## config.mk

```make
export PLATFORM = sky130hd
export DESIGN_NAME = tmds_channel_decoder
export DESIGN_NICKNAME = d
export VERILOG_FILES = /design/src/rtl/tmds_pkg.sv /design/src/rtl/tmds_symbol_decode.sv /design/src/rtl/tmds_channel_decoder.sv
export SDC_FILE = /design/constraint.sdc
export NUM_CORES = 1
export LEC_CHECK = 0
export CAP_MARGIN = 20
export CORE_MARGIN = 2
export CORE_UTILIZATION = 60
export DETAILED_ROUTE_END_ITERATION = 16
export PLACE_DENSITY = 0.82
export SLEW_MARGIN = 5
export SYNTH_ARGS = -nofsm -noshare
export SYNTH_HDL_FRONTEND = slang
export SYNTH_HIERARCHICAL = 1
export SYNTH_SLANG_ARGS = --single-unit
```

## constraint.sdc

```tcl
create_clock -name pixclk -period 5.45 [get_ports pixclk]
set_input_delay 0.545 -clock pixclk [delete_from_list [all_inputs] [get_ports pixclk]]
set_output_delay 0.545 -clock pixclk [all_outputs]
set_load 0.01 [all_outputs]
```

## src/rtl/tmds_pkg.sv

```systemverilog
// tmds_pkg: shared constants for the TMDS channel decoder (tokens, FSM states, widths).
// Latency: n/a, constants and types only.
// Backpressure: n/a.
package tmds_pkg;

    // DVI control tokens, written bit 9 .. bit 0. Bit 0 is the earliest serial bit.
    localparam logic [9:0] TOKEN_CTL00 = 10'b1101010100;
    localparam logic [9:0] TOKEN_CTL01 = 10'b0010101011;
    localparam logic [9:0] TOKEN_CTL10 = 10'b0101010100;
    localparam logic [9:0] TOKEN_CTL11 = 10'b1010101011;

    // Counter widths. CNT_W must hold the largest of LOCK_TOKENS,
    // SEARCH_TIMEOUT and TOKEN_TIMEOUT.
    localparam int CNT_W    = 16;
    localparam int OFFSET_W = 4;
    localparam int STATS_W  = 8;

    typedef enum logic {
        ST_SEARCH = 1'b0,
        ST_LOCKED = 1'b1
    } state_t;

endpackage

```

## src/rtl/tmds_symbol_decode.sv

```systemverilog
// tmds_symbol_decode: maps one aligned 10-bit TMDS word to {video byte, control bits, is_token}.
// Latency: purely combinational, zero cycles.
// Backpressure: none.
// Ports: i_word aligned 10-bit word; o_vd decoded video byte; o_cd control bits
//        {vSync,hSync}; o_is_token high when i_word is one of the four control tokens.
module tmds_symbol_decode
    import tmds_pkg::*;
(
    input  logic [9:0] i_word,
    output logic [7:0] o_vd,
    output logic [1:0] o_cd,
    output logic       o_is_token
);

    // Bit 9 flags that the encoder inverted the payload.
    logic [7:0] w_q;
    assign w_q = i_word[9] ? ~i_word[7:0] : i_word[7:0];

    // Bit 8 selects whether the encoder chained the bits with XOR (1) or XNOR (0).
    always_comb begin
        o_vd    = 8'h00;
        o_vd[0] = w_q[0];
        for (int i = 1; i < 8; i++) begin
            o_vd[i] = i_word[8] ? (w_q[i] ^ w_q[i-1]) : ~(w_q[i] ^ w_q[i-1]);
        end
    end

    always_comb begin
        o_is_token = 1'b1;
        o_cd       = 2'b00;
        case (i_word)
            TOKEN_CTL00: o_cd = 2'b00;
            TOKEN_CTL01: o_cd = 2'b01;
            TOKEN_CTL10: o_cd = 2'b10;
            TOKEN_CTL11: o_cd = 2'b11;
            default:     o_is_token = 1'b0;
        endcase
    end

endmodule

```

## src/rtl/tmds_channel_decoder.sv

```systemverilog
// tmds_channel_decoder: word-aligns a deserialized TMDS stream, locks on control tokens, decodes video/control.
// Latency: 2 pixclk cycles from the aligned word to vd/cd/vde (stage 1 register, stage 2 register).
// Backpressure: none; one word accepted and one result produced every pixclk.
// Ports: pixclk clock; rst sync active-high reset; tmds_raw unaligned word (bit 0 earliest);
//        vd/cd/vde decoded outputs (zero while unlocked); locked alignment achieved;
//        offset current bit-slip 0..9; relock_cnt lock-loss counter.
// Optional: define TMDS_DEC_STATS_EN to build the saturating relock_cnt counter;
//           otherwise relock_cnt is tied to zero.
module tmds_channel_decoder
    import tmds_pkg::*;
#(
    parameter int LOCK_TOKENS    = 32,
    parameter int SEARCH_TIMEOUT = 1024,
    parameter int TOKEN_TIMEOUT  = 2048
) (
    input  logic         pixclk,
    input  logic         rst,
    input  logic [9:0]   tmds_raw,
    output logic [7:0]   vd,
    output logic [1:0]   cd,
    output logic         vde,
    output logic         locked,
    output logic [3:0]   offset,
    output logic [7:0]   relock_cnt
);

    localparam logic [CNT_W-1:0]    LOCK_LAST   = CNT_W'(LOCK_TOKENS - 1);
    localparam logic [CNT_W-1:0]    SEARCH_LAST = CNT_W'(SEARCH_TIMEOUT - 1);
    localparam logic [CNT_W-1:0]    IDLE_LAST   = CNT_W'(TOKEN_TIMEOUT - 1);
    localparam logic [CNT_W-1:0]    CNT_ONE     = CNT_W'(1);
    localparam logic [OFFSET_W-1:0] OFFSET_MAX  = OFFSET_W'(9);

    logic [9:0]          r_prev;
    logic [9:0]          r_stage1;
    state_t              r_state;
    logic [OFFSET_W-1:0] r_offset;
    logic [CNT_W-1:0]    r_tok_run;
    logic [CNT_W-1:0]    r_search_tmr;
    logic [CNT_W-1:0]    r_idle_tmr;
    logic [7:0]          r_vd;
    logic [1:0]          r_cd;
    logic                r_vde;

    logic [19:0]         w_window;
    logic [9:0]          w_aligned;
    logic [7:0]          w_dec_vd;
    logic [1:0]          w_dec_cd;
    logic                w_is_token;
    logic [OFFSET_W-1:0] w_offset_inc;

    state_t              w_state_nxt;
    logic [OFFSET_W-1:0] w_offset_nxt;
    logic [CNT_W-1:0]    w_tok_run_nxt;
    logic [CNT_W-1:0]    w_search_tmr_nxt;
    logic [CNT_W-1:0]    w_idle_tmr_nxt;

    // Two consecutive words give a 20-bit window; any 10-bit slice of it at
    // offset 0..9 is a candidate word boundary. Offset 0 selects r_prev.
    assign w_window  = {tmds_raw, r_prev};
    assign w_aligned = 10'(w_window >> r_offset);

    tmds_symbol_decode u_symbol_decode (
        .i_word     (r_stage1),
        .o_vd       (w_dec_vd),
        .o_cd       (w_dec_cd),
        .o_is_token (w_is_token)
    );

    assign w_offset_inc = (r_offset == OFFSET_MAX) ? '0 : r_offset + OFFSET_W'(1);

    always_comb begin
        w_state_nxt      = r_state;
        w_offset_nxt     = r_offset;
        w_tok_run_nxt    = r_tok_run;
        w_search_tmr_nxt = r_search_tmr;
        w_idle_tmr_nxt   = r_idle_tmr;
        case (r_state)
            ST_SEARCH: begin
                // Lock is checked first so a lock landing on the timeout
                // cycle keeps the offset that produced it.
                if (w_is_token && (r_tok_run == LOCK_LAST)) begin
                    w_state_nxt      = ST_LOCKED;
                    w_tok_run_nxt    = '0;
                    w_search_tmr_nxt = '0;
                    w_idle_tmr_nxt   = '0;
                end else if (r_search_tmr == SEARCH_LAST) begin
                    w_offset_nxt     = w_offset_inc;
                    w_tok_run_nxt    = '0;
                    w_search_tmr_nxt = '0;
                end else begin
                    w_search_tmr_nxt = r_search_tmr + CNT_ONE;
                    w_tok_run_nxt    = w_is_token ? (r_tok_run + CNT_ONE) : '0;
                end
            end
            ST_LOCKED: begin
                if (w_is_token) begin
                    w_idle_tmr_nxt = '0;
                end else if (r_idle_tmr == IDLE_LAST) begin
                    w_state_nxt      = ST_SEARCH;
                    w_offset_nxt     = w_offset_inc;
                    w_tok_run_nxt    = '0;
                    w_search_tmr_nxt = '0;
                    w_idle_tmr_nxt   = '0;
                end else begin
                    w_idle_tmr_nxt = r_idle_tmr + CNT_ONE;
                end
            end
            default: begin
                w_state_nxt = ST_SEARCH;
            end
        endcase
    end

    always_ff @(posedge pixclk) begin
        if (rst) begin
            r_prev       <= '0;
            r_stage1     <= '0;
            r_state      <= ST_SEARCH;
            r_offset     <= '0;
            r_tok_run    <= '0;
            r_search_tmr <= '0;
            r_idle_tmr   <= '0;
            r_vd         <= '0;
            r_cd         <= '0;
            r_vde        <= 1'b0;
        end else begin
            r_prev       <= tmds_raw;
            r_stage1     <= w_aligned;
            r_state      <= w_state_nxt;
            r_offset     <= w_offset_nxt;
            r_tok_run    <= w_tok_run_nxt;
            r_search_tmr <= w_search_tmr_nxt;
            r_idle_tmr   <= w_idle_tmr_nxt;
            // Outputs follow the state being entered so they are zero in
            // exactly the cycles where locked is low.
            if (w_state_nxt == ST_LOCKED) begin
                if (w_is_token) begin
                    r_vde <= 1'b0;
                    r_cd  <= w_dec_cd;
                end else begin
                    r_vde <= 1'b1;
                    r_vd  <= w_dec_vd;
                end
            end else begin
                r_vde <= 1'b0;
                r_vd  <= '0;
                r_cd  <= '0;
            end
        end
    end

    assign vd     = r_vd;
    assign cd     = r_cd;
    assign vde    = r_vde;
    assign locked = (r_state == ST_LOCKED);
    assign offset = r_offset;

`ifdef TMDS_DEC_STATS_EN
    logic [STATS_W-1:0] r_relock_cnt;
    logic               w_lock_lost;

    assign w_lock_lost = (r_state == ST_LOCKED) && (w_state_nxt == ST_SEARCH);

    always_ff @(posedge pixclk) begin
        if (rst) begin
            r_relock_cnt <= '0;
        end else if (w_lock_lost && (r_relock_cnt != {STATS_W{1'b1}})) begin
            r_relock_cnt <= r_relock_cnt + STATS_W'(1);
        end
    end

    assign relock_cnt = r_relock_cnt;
`else
    assign relock_cnt = '0;
`endif

endmodule

```

==> impl_metrics.csv, run 1 <==
group,metric,value,unit
worst_setup_path,worst_ep_required_time,5.67,ns
drt,wl_met3,552,um
hold_path,min_from,"r_tok_run[14]",
finish,fill_cells,587,
global_routing,antenna_found_initial,0,
timing,finClkSkew,0.0103,ns
global_routing,grt_pass1_vias,3563,
finish,final_cell_count_no_fill,627,
pwr,power.leakage,0.00169,uW
floorplan,die_w,90.6,um
finish,area_growth,11.7,%
logic_synthesis,synth_area_leaders,"dfxtp_1 37%, mux2i_1 5.8%, mux4_2 5.0%",
drt,wl_met1,4.38,mm
timing,setup_viol,0,
logic_synthesis,ys_ff_latch,84,
pwr,ir_drop,0.197,mV
hold_path,min_path_type,"reg2reg",
hold_path,worstHoldEndpoint,"r_tok_run[14]",
floorplan,core_area,0.00725,mm2
drt,wl,9.42,mm
timing,finalHoldViolations,0,
placed_design,io_buffer_count,27,
floorplan,io_pins,36,
clocking,clockBufferDepth,2,
global_routing,overflow,0,
worst_setup_path,crit_arrival,2.95,ns
logic_synthesis,yosys.area.top_type,"dfxtp_1",
logic_synthesis,yosys_most_used_dff,"dfxtp_1",
floorplan,row_count,31,
drt,top_layer_used,"met4",
worst_setup_path,rr_startpoint,"r_stage1[8]",
drt,viasPerCell,6.16,
finish,final_core_util,69.2,%
worst_setup_path,start_kind,"register",
floorplan,die_area,0.00820,mm2
timing,fin_crit_sh,50.1,%
drt,drcViolationCount,0,
logic_synthesis,yosysWarnings,6,
logic_synthesis,ys_types,54,
logic_synthesis,synth_common_cells,"84 x dfxtp_1, 52 x nor2_1, 42 x a21oi_1",
drt,first_iter_violations,229,
worst_setup_path,rr_endpoint,"r_tok_run[15]",
timing,period_needed,2.73,ns
timing,finalHoldWorstSlack,0.488,ns
worst_setup_path,crit_type,"reg2reg",
drt,drt_first_pass_iters,5,
timing,relSlewSlack,39.0,%
timing,rsz0062_at_grt,"false",
logic_synthesis,synth_cells,509,
timing,setup_tns,0,ns
clocking,clkSinkCount,84,
placed_design,hpwl,6.59,mm
logic_synthesis,post-synth-top-count-cell,"dfxtp_1",
timing,tightest_slew,0.914,ns
clocking,insertion_delay,0.35,ns
drt,final_antenna_net_count,0,
worst_setup_path,worstSetupStartpoint,"r_stage1[8]",
worst_setup_path,cp_max_fo,17,
clocking,htreeDepth,3,
hold_path,holdPathStages,1,
drt,wl_per_cell,15.0,um
outcome,outcome,"finished clean",
logic_synthesis,syn_area,0.00450,mm2
finish,antenna_cells,0,
logic_synthesis,ys_seq_area_share,37.4,%
logic_synthesis,synth-async-reset-ratio,0,%
drt,vias,3865,
global_routing,grt_use_total,23.8,%
timing,fmax,367,MHz
clocking,cts_inserted_buffers,9,
placed_design,gp_congestion,0.897,
global_routing,grt_pass1_wl,16.2,mm
logic_synthesis,synth-edff-count,0,
drt,wl_met2,4.35,mm
floorplan,die_y,90.6,um
finish,fin_nets,538,
clocking,postCtsSetupBuffers,0,
clocking,ctsResizeCount,0,
flow_run,maxCapViolCount,0,
logic_synthesis,synth_top_area_share,37.4,%
placed_design,place_inst,610,
finish,final-seq-area,0.00168,mm2
worst_setup_path,crit_path_end_kind,"register",
worst_setup_path,r2r_setup_slack,2.72,ns
worst_setup_path,r2r_cells,9,
clocking,clk_pin_slew,0.09,ns
clocking,hold_buffers,0,
clocking,cts_tree,"done",
logic_synthesis,avgSynthCellArea,8.83,um2
floorplan,start_util,62.0,%
pwr,power_density,238,mW/mm2
finish,multi_input_area,0.00263,mm2
global_routing,grt_max_degree,47,
clocking,root_buffer,"clkbuf_8",
timing,slew_viol_final,0,
finish,layout-drive-gt1-share,8.52,%
==> sequential cells by signal, summed over array words and instances, names as in the netlist <==
name          cells
r_idle_tmr       16
r_search_tmr     16
r_tok_run        16
r_prev           10
r_stage1         10
vd                8
offset            4
cd                2
locked            1
vde               1
==> worst max-delay path, cell delays in order, from the launching register on <==
cell and delay, ns:
dfxtp_1 0.48, nor4bb_1 0.36, nand4b_1 0.18, o31ai_2 0.10, nor4b_1 0.34, a41oi_1 0.17
buf_4 0.22, and3_1 0.22, o21bai_1 0.43, a21oi_1 0.10
==> kinds of logic after synthesis <==
family,count (synthesis),synth area share [%]
AOI/OAI and AO/OA,106,14.6
xor gates and xnor gates,27,5.26
adders and majority gates,3,0.835
buffers and inverters,44,4.59
DFF,84,37.4
muxes,43,12.6
other,1,0.0834
and+or+nand+nor,201,24.7
==> cells in the final DEF, fill, tap and decap left out, types with 9 or more instances in the layout <==
cell type and count:
nor2_1 52, nor2b_1 13, mux4_2 10, or3_1 12
a211oi_1 14, xor2_1 10, a21oi_1 42, xnor2_1 17
nor3_1 11, clkdlybuf4s50_1 27, nand3_1 20, clkbuf_8 9
mux2i_1 26, and3_1 9, or4_1 10, dfxtp_1 84
o21ai_0 21, nand2_1 29
==> area by class of cell <==
cell class / count / share of cell area [%]
repair buffers: 32 / 6.53
clock inverters: 7 / 1.97
flip-flops and latches: 84 / 33.5
well taps: 99 / 2.47
clock buffers: 9 / 2.47
multi-input cells: 388 / 52.5
inverters: 8 / 0.598
==> metrics by stage <==
stage               instance area, um2  total power, uW  worst slack (ns)
floorplan                         4520              695              2.83
global placement                  4770              710              2.88
detailed placement                4770              712              2.75
CTS                               4990             1200              2.74
global route                      5020             1230              2.46
finish                            5020             1190              2.72
==> how the worst max path moves through the flow <==
stage,slack [ns],end
after floorplan,2.83,r_idle_tmr[11]
after global placement,2.88,r_tok_run[6]
after detailed placement,2.75,r_tok_run[5]
after CTS,2.74,r_tok_run[5]
after global routing,2.46,r_tok_run[8]
final,2.72,r_tok_run[15]
==> report_power, final <==
group	switching, uW	total (uW)	internal (uW)	leakage, uW
registers	9.05	631	622	0.000681
clock network	234	496	261	0.000110
logic	33.8	67.1	33.3	0.000903
==> per-layer routing <==
| layer | track usage (%) | vias to the layer above |
|---|---|---|
| li1 | - | 1897 |
| met1 | 32.0 | 1825 |
| met2 | 38.7 | 128 |
| met3 | 4.67 | 15 |
| met4 | 7.31 | 0 |
| met5 | 0 | - |
Power figures use the tool's default switching activity.
==> inputs of run 2 (changes only) <==
Settings changed: CORE_UTILIZATION 60 to 58, PLACE_DENSITY 0.82 to 0.8.
Clock period 5.45 ns to 2.6 ns, I/O delays scaled along.
==> run 2 against run 1 <==
Combinational power increased by 120%. Largest power group unchanged. Critical path type unchanged. Register-to-register slack lost 2.5 ns. Clock power up 90%. First-iteration DRC count decreased by 8.7%. Setup slack lost 2.5 ns. Cell area up 3.0%. Critical path depth is 1 lower. Largest cell class unchanged. Clock-buffer cell count did not move. Global-route usage shrank 0.055 points. Utilization down 1.2 points.
==> impl_metrics.csv, run 2 (same netlist as run 1, synthesis figures left out) <==
group,metric,value,unit
worst_setup_path,cp_num_buf_inv,0,
global_routing,grt_use_total,23.7,%
finish,fin_nets,554,
timing,fin_ws,0.177,ns
drt,wl,9.74,mm
clocking,htreeDepth,3,
clocking,insertion_delay,0.35,ns
clocking,root_buffer,"clkbuf_8",
worst_setup_path,cp_top_family,"simple AND/OR/NAND/NOR gates",
floorplan,row_count,32,
worst_setup_path,crit_path_max_incr_delay,0.47,ns
clocking,cts_tree,"done",
pwr,power_density,467,mW/mm2
pwr,total_power,2410,uW
global_routing,met2_usage,39.4,%
drt,drt_first_pass_iters,5,
finish,antenna_cells,0,
placed_design,io_buffer_count,27,
placed_design,gp_congestion,0.936,
worst_setup_path,start_kind,"register",
timing,relSlewSlack,53.8,%
timing,finalHoldViolations,0,
drt,drcViolationCount,0,
floorplan,core_area,0.00761,mm2
worst_setup_path,cp_cell_sequence,"and4bb_1, nand3b_1, o31ai_2, nor4b_4, a41o_1, o32a_2, or4_1, a31oi_1",
global_routing,antenna_found_initial,0,
finish,layout-drive-gt1-share,12.1,%
finish,final_cell_mix,"83 x dfxtp_1, 52 x nor2_1, 42 x a21oi_1",
hold_path,min_path_type,"reg2reg",
drt,vias,3839,
timing,fin_crit_sh,93.2,%
floorplan,start_util,59.1,%
pwr,power.leakage,0.00178,uW
timing,finClkSkew,0.0113,ns
worst_setup_path,cp_slowest_cell,"or4_1",
timing,tightest_slew,0.687,ns
clocking,clkSinkCount,84,
clocking,cts_inserted_buffers,9,
timing,rsz0062_at_grt,"false",
global_routing,grt_max_degree,39,
global_routing,top_usage_layer,"met2",
worst_setup_path,crit_arrival,2.71,ns
flow_run,maxCapViolCount,0,
worst_setup_path,crit_path_end_kind,"register",
finish,area_growth,15.0,%
floorplan,io_pins,36,
timing,setup_viol,0,
drt,final_antenna_net_count,0,
finish,reg_top3,"r_idle_tmr (16), r_search_tmr (16), r_tok_run (16)",
timing,setup_tns,0,ns
clocking,clk_pin_slew,0.09,ns
global_routing,use_met1,32.0,%
worst_setup_path,cp_max_fo,5,
global_routing,grt_pass1_vias,3601,
floorplan,die_area,0.00847,mm2
finish,layout_commonest_cell,"dfxtp_1",
global_routing,overflow,0,
floorplan,die_w,92.0,um
drt,viasPerCell,5.94,
timing,fmax,413,MHz
timing,period_needed,2.42,ns
placed_design,hpwl,7.01,mm
placed_design,pre_cts_slack,0.105,ns
worst_setup_path,crit_type,"reg2reg",
drt,first_iter_violations,209,
global_routing,met3_usage,3.29,%
clocking,clockBufferDepth,2,
global_routing,grt_pass1_wl,16.5,mm
floorplan,die_y,92.0,um
timing,slew_viol_final,0,
worst_setup_path,worst_ep_required_time,2.89,ns
outcome,outcome,"finished clean",
clocking,hold_buffers,0,
pwr,ir_drop,0.314,mV
drt,wl_per_cell,15.1,um
-- run 2: metal layers --
metal,vias up,wire (um)
li1,1917,-
met1,1830,4620
met2,81,4640
met3,11,387
met4,0,96
met5,-,0
-- run 2: area by class of cell --
class	count	area, um2
multi-input combinational	388	2680
fill	622	2440
sequential	84	1680
timing repair buffer	48	457
tap	102	128
clock buffer	9	124
clock inverter	7	73.8
inverter	8	30.0
-- run 2: repair_timing --
| item | in CTS | in global routing |
|---|---|---|
| setup endpoints to repair | 0 | 35 |
| buffers inserted | 0 | 0 |
| hold endpoints to repair | 0 | 0 |
| resized for setup | 0 | 6 |
-- run 2: final timing paths --
| path | endpoint | slack (ns) | start | depth (start not counted) |
|---|---|---|---|---|
| setup reg to reg | offset[3] | 0.18 | r_stage1[2] | 8 |
| hold / removal | r_search_tmr[5] | 0.48 | r_search_tmr[5] | 2 |
| setup / recovery | offset[3] | 0.18 | r_stage1[2] | 8 |
| hold reg to reg | r_search_tmr[5] | 0.48 | r_search_tmr[5] | 2 |
-- run 2: where the power goes --
group | switching [uW] | internal, uW | leakage (uW)
clock | 493 | 449 | 0.000100
combinational | 73.3 | 75.3 | 0.000994
sequential | 18.3 | 1300 | 0.000682
total | 585 | 1830 | 0.00178
-- run 2: worst reg2reg max path, cell delays in order (launching register included) --
cell and delay, ns:
dfxtp_1 0.41, and4bb_1 0.24, nand3b_1 0.17, o31ai_2 0.09
nor4b_4 0.15, a41o_1 0.24, o32a_2 0.43, or4_1 0.47
a31oi_1 0.16
-- run 2: stage by stage --
stage               std cells  util, %  hold slack [ns]  instance area (um2)
floorplan                 516        -            0.388                 4540
global placement          630     64.9            0.455                 4940
detailed placement        630     64.9            0.471                 4940
CTS                       646     67.5            0.482                 5140
global route              646     68.0            0.519                 5170
finish                    646     68.0            0.485                 5170
==> inputs of run 3 (changes only) <==
Settings changed: GPL_ROUTABILITY_DRIVEN set to 0.
==> run 3 against run 2 <==
Clock-buffer cell count did not move. Power fell by 4.1%. Routed wire length fell by 1.7%. Clock power fell by 10%. Largest cell class unchanged. Highest routed layer unchanged.
==> impl_metrics.csv, run 3 (same netlist as run 1, synthesis figures left out) <==
group,metric,value,unit
outcome,outcome,"finished clean",
placed_design,placed_area,0.00493,mm2
finish,area_growth,13.9,%
global_routing,grt_use_total,23.5,%
floorplan,die_w,92.0,um
placed_design,io_buffer_count,27,
hold_path,min_path_type,"reg2reg",
worst_setup_path,crit_arrival,2.73,ns
global_routing,grt_pass1_vias,3668,
flow_run,maxCapViolCount,0,
timing,finalHoldViolations,0,
timing,fin_crit_sh,94.0,%
finish,antenna_cells,0,
drt,final_antenna_net_count,0,
finish,layout_commonest_cell,"dfxtp_1",
floorplan,start_util,59.1,%
finish,final_cell_count_no_fill,647,
timing,fmax,409,MHz
worst_setup_path,worst_ep_required_time,2.89,ns
clocking,root_buffer,"clkbuf_8",
drt,first_iter_violations,208,
placed_design,hpwl,7.02,mm
floorplan,io_pins,36,
worst_setup_path,worstSetupStartpoint,"r_stage1[2]",
drt,drt_first_pass_iters,5,
global_routing,overflow,0,
clocking,cts_inserted_buffers,9,
timing,relSlewSlack,58.2,%
clocking,hold_buffers,0,
hold_path,min_from,"r_tok_run[14]",
global_routing,antenna_found_initial,0,
timing,tightest_slew,0.626,ns
worst_setup_path,crit_path_end_kind,"register",
drt,wl,9.58,mm
clocking,htreeDepth,3,
clocking,clockBufferDepth,2,
timing,period_needed,2.44,ns
clocking,insertion_delay,0.36,ns
floorplan,die_y,92.0,um
clocking,clkSinkCount,84,
floorplan,row_count,32,
timing,finClkSkew,0.00935,ns
drt,wl_per_cell,14.8,um
pwr,power_density,452,mW/mm2
worst_setup_path,rr_startpoint,"r_stage1[2]",
finish,reg_top3,"r_idle_tmr (16), r_search_tmr (16), r_tok_run (16)",
global_routing,grt_max_degree,39,
finish,fill_cells,632,
drt,vias,3897,
timing,slew_viol_final,0,
pwr,power.leakage,0.00175,uW
worst_setup_path,cp_max_fo,5,
timing,setup_viol,0,
clocking,clk_pin_slew,0.09,ns
drt,viasPerCell,6.02,
drt,drcViolationCount,0,
worst_setup_path,crit_type,"reg2reg",
clocking,cts_tree,"done",
finish,fin_nets,555,
finish,layout-drive-gt1-share,11.7,%
pwr,ir_drop,0.220,mV
placed_design,place_inst,630,
floorplan,core_area,0.00761,mm2
worst_setup_path,start_kind,"register",
global_routing,grt_pass1_wl,16.2,mm
timing,rsz0062_at_grt,"false",
finish,design_area,0.00512,mm2
timing,fin_ws,0.156,ns
finish,final_core_util,67.3,%
finish,final_cell_mix,"84 x dfxtp_1, 52 x nor2_1, 42 x a21oi_1",
floorplan,die_area,0.00847,mm2
timing,setup_tns,0,ns
placed_design,pre_cts_slack,0.105,ns
## run 3: cell count changes in the layout (fill, tap and decap cells not counted), sizes merged
cell and change:
bufinv -1, clkinvlp +3, inv -1, clkinv -1, buf +1
## run 3: worst max-delay path, stage by stage, from the launching register on
cell	delay [ns]
dfxtp_1	0.39
and4bb_1	0.23
nand3b_1	0.14
o31ai_2	0.09
nor4b_4	0.15
a41o_1	0.28
o32a_2	0.44
or4_1	0.47
a31oi_1	0.18
## run 3: worst paths after layout
check | endpoint | slack (ns) | cells past startpoint
max reg2reg | offset[3] | 0.16 | 8
min reg2reg | r_tok_run[14] | 0.49 | 1
min | r_tok_run[14] | 0.49 | 1
max | offset[3] | 0.16 | 8
## run 3: where the power goes
part           total (uW)  leakage [uW]  internal, uW  switching, uW
Clock                 848     0.0000779           349            499
Combinational         146      0.000989          72.8           73.0
Sequential           1320      0.000681          1300           17.5
## run 3: layer usage
layer | up-vias | GRT usage (%) | wire length (um)
li1 | 1921 | - | -
met1 | 1847 | 30.4 | 4420
met2 | 107 | 38.2 | 4500
met3 | 22 | 5.34 | 450
met4 | 0 | 8.83 | 214
met5 | - | 0 | 0
## run 3: timing repair
action | 4_1_cts | 5_1_grt
endpoints found under the setup margin | 0 | 23
setup buffers | 0 | 1
resized for setup | 0 | 1
## run 3: stage by stage
step	hold slack, ns	total power (uW)
after floorplan	0.388	1460
after global placement	0.459	1490
after detailed placement	0.472	1500
after CTS	0.490	2320
after global routing	0.520	2400
final	0.487	2320
## run 3: layout make-up
cell class                 instances  area (um2)  share of cell area [%]
clock buffer                       9         124                    2.42
sequential                        84        1680                    32.8
inverter                           8        30.0                   0.587
timing repair buffer              49         448                    8.75
multi-input combinational        388        2660                    51.9
tap                              102         128                    2.49
clock inverter                     7        52.6                    1.03
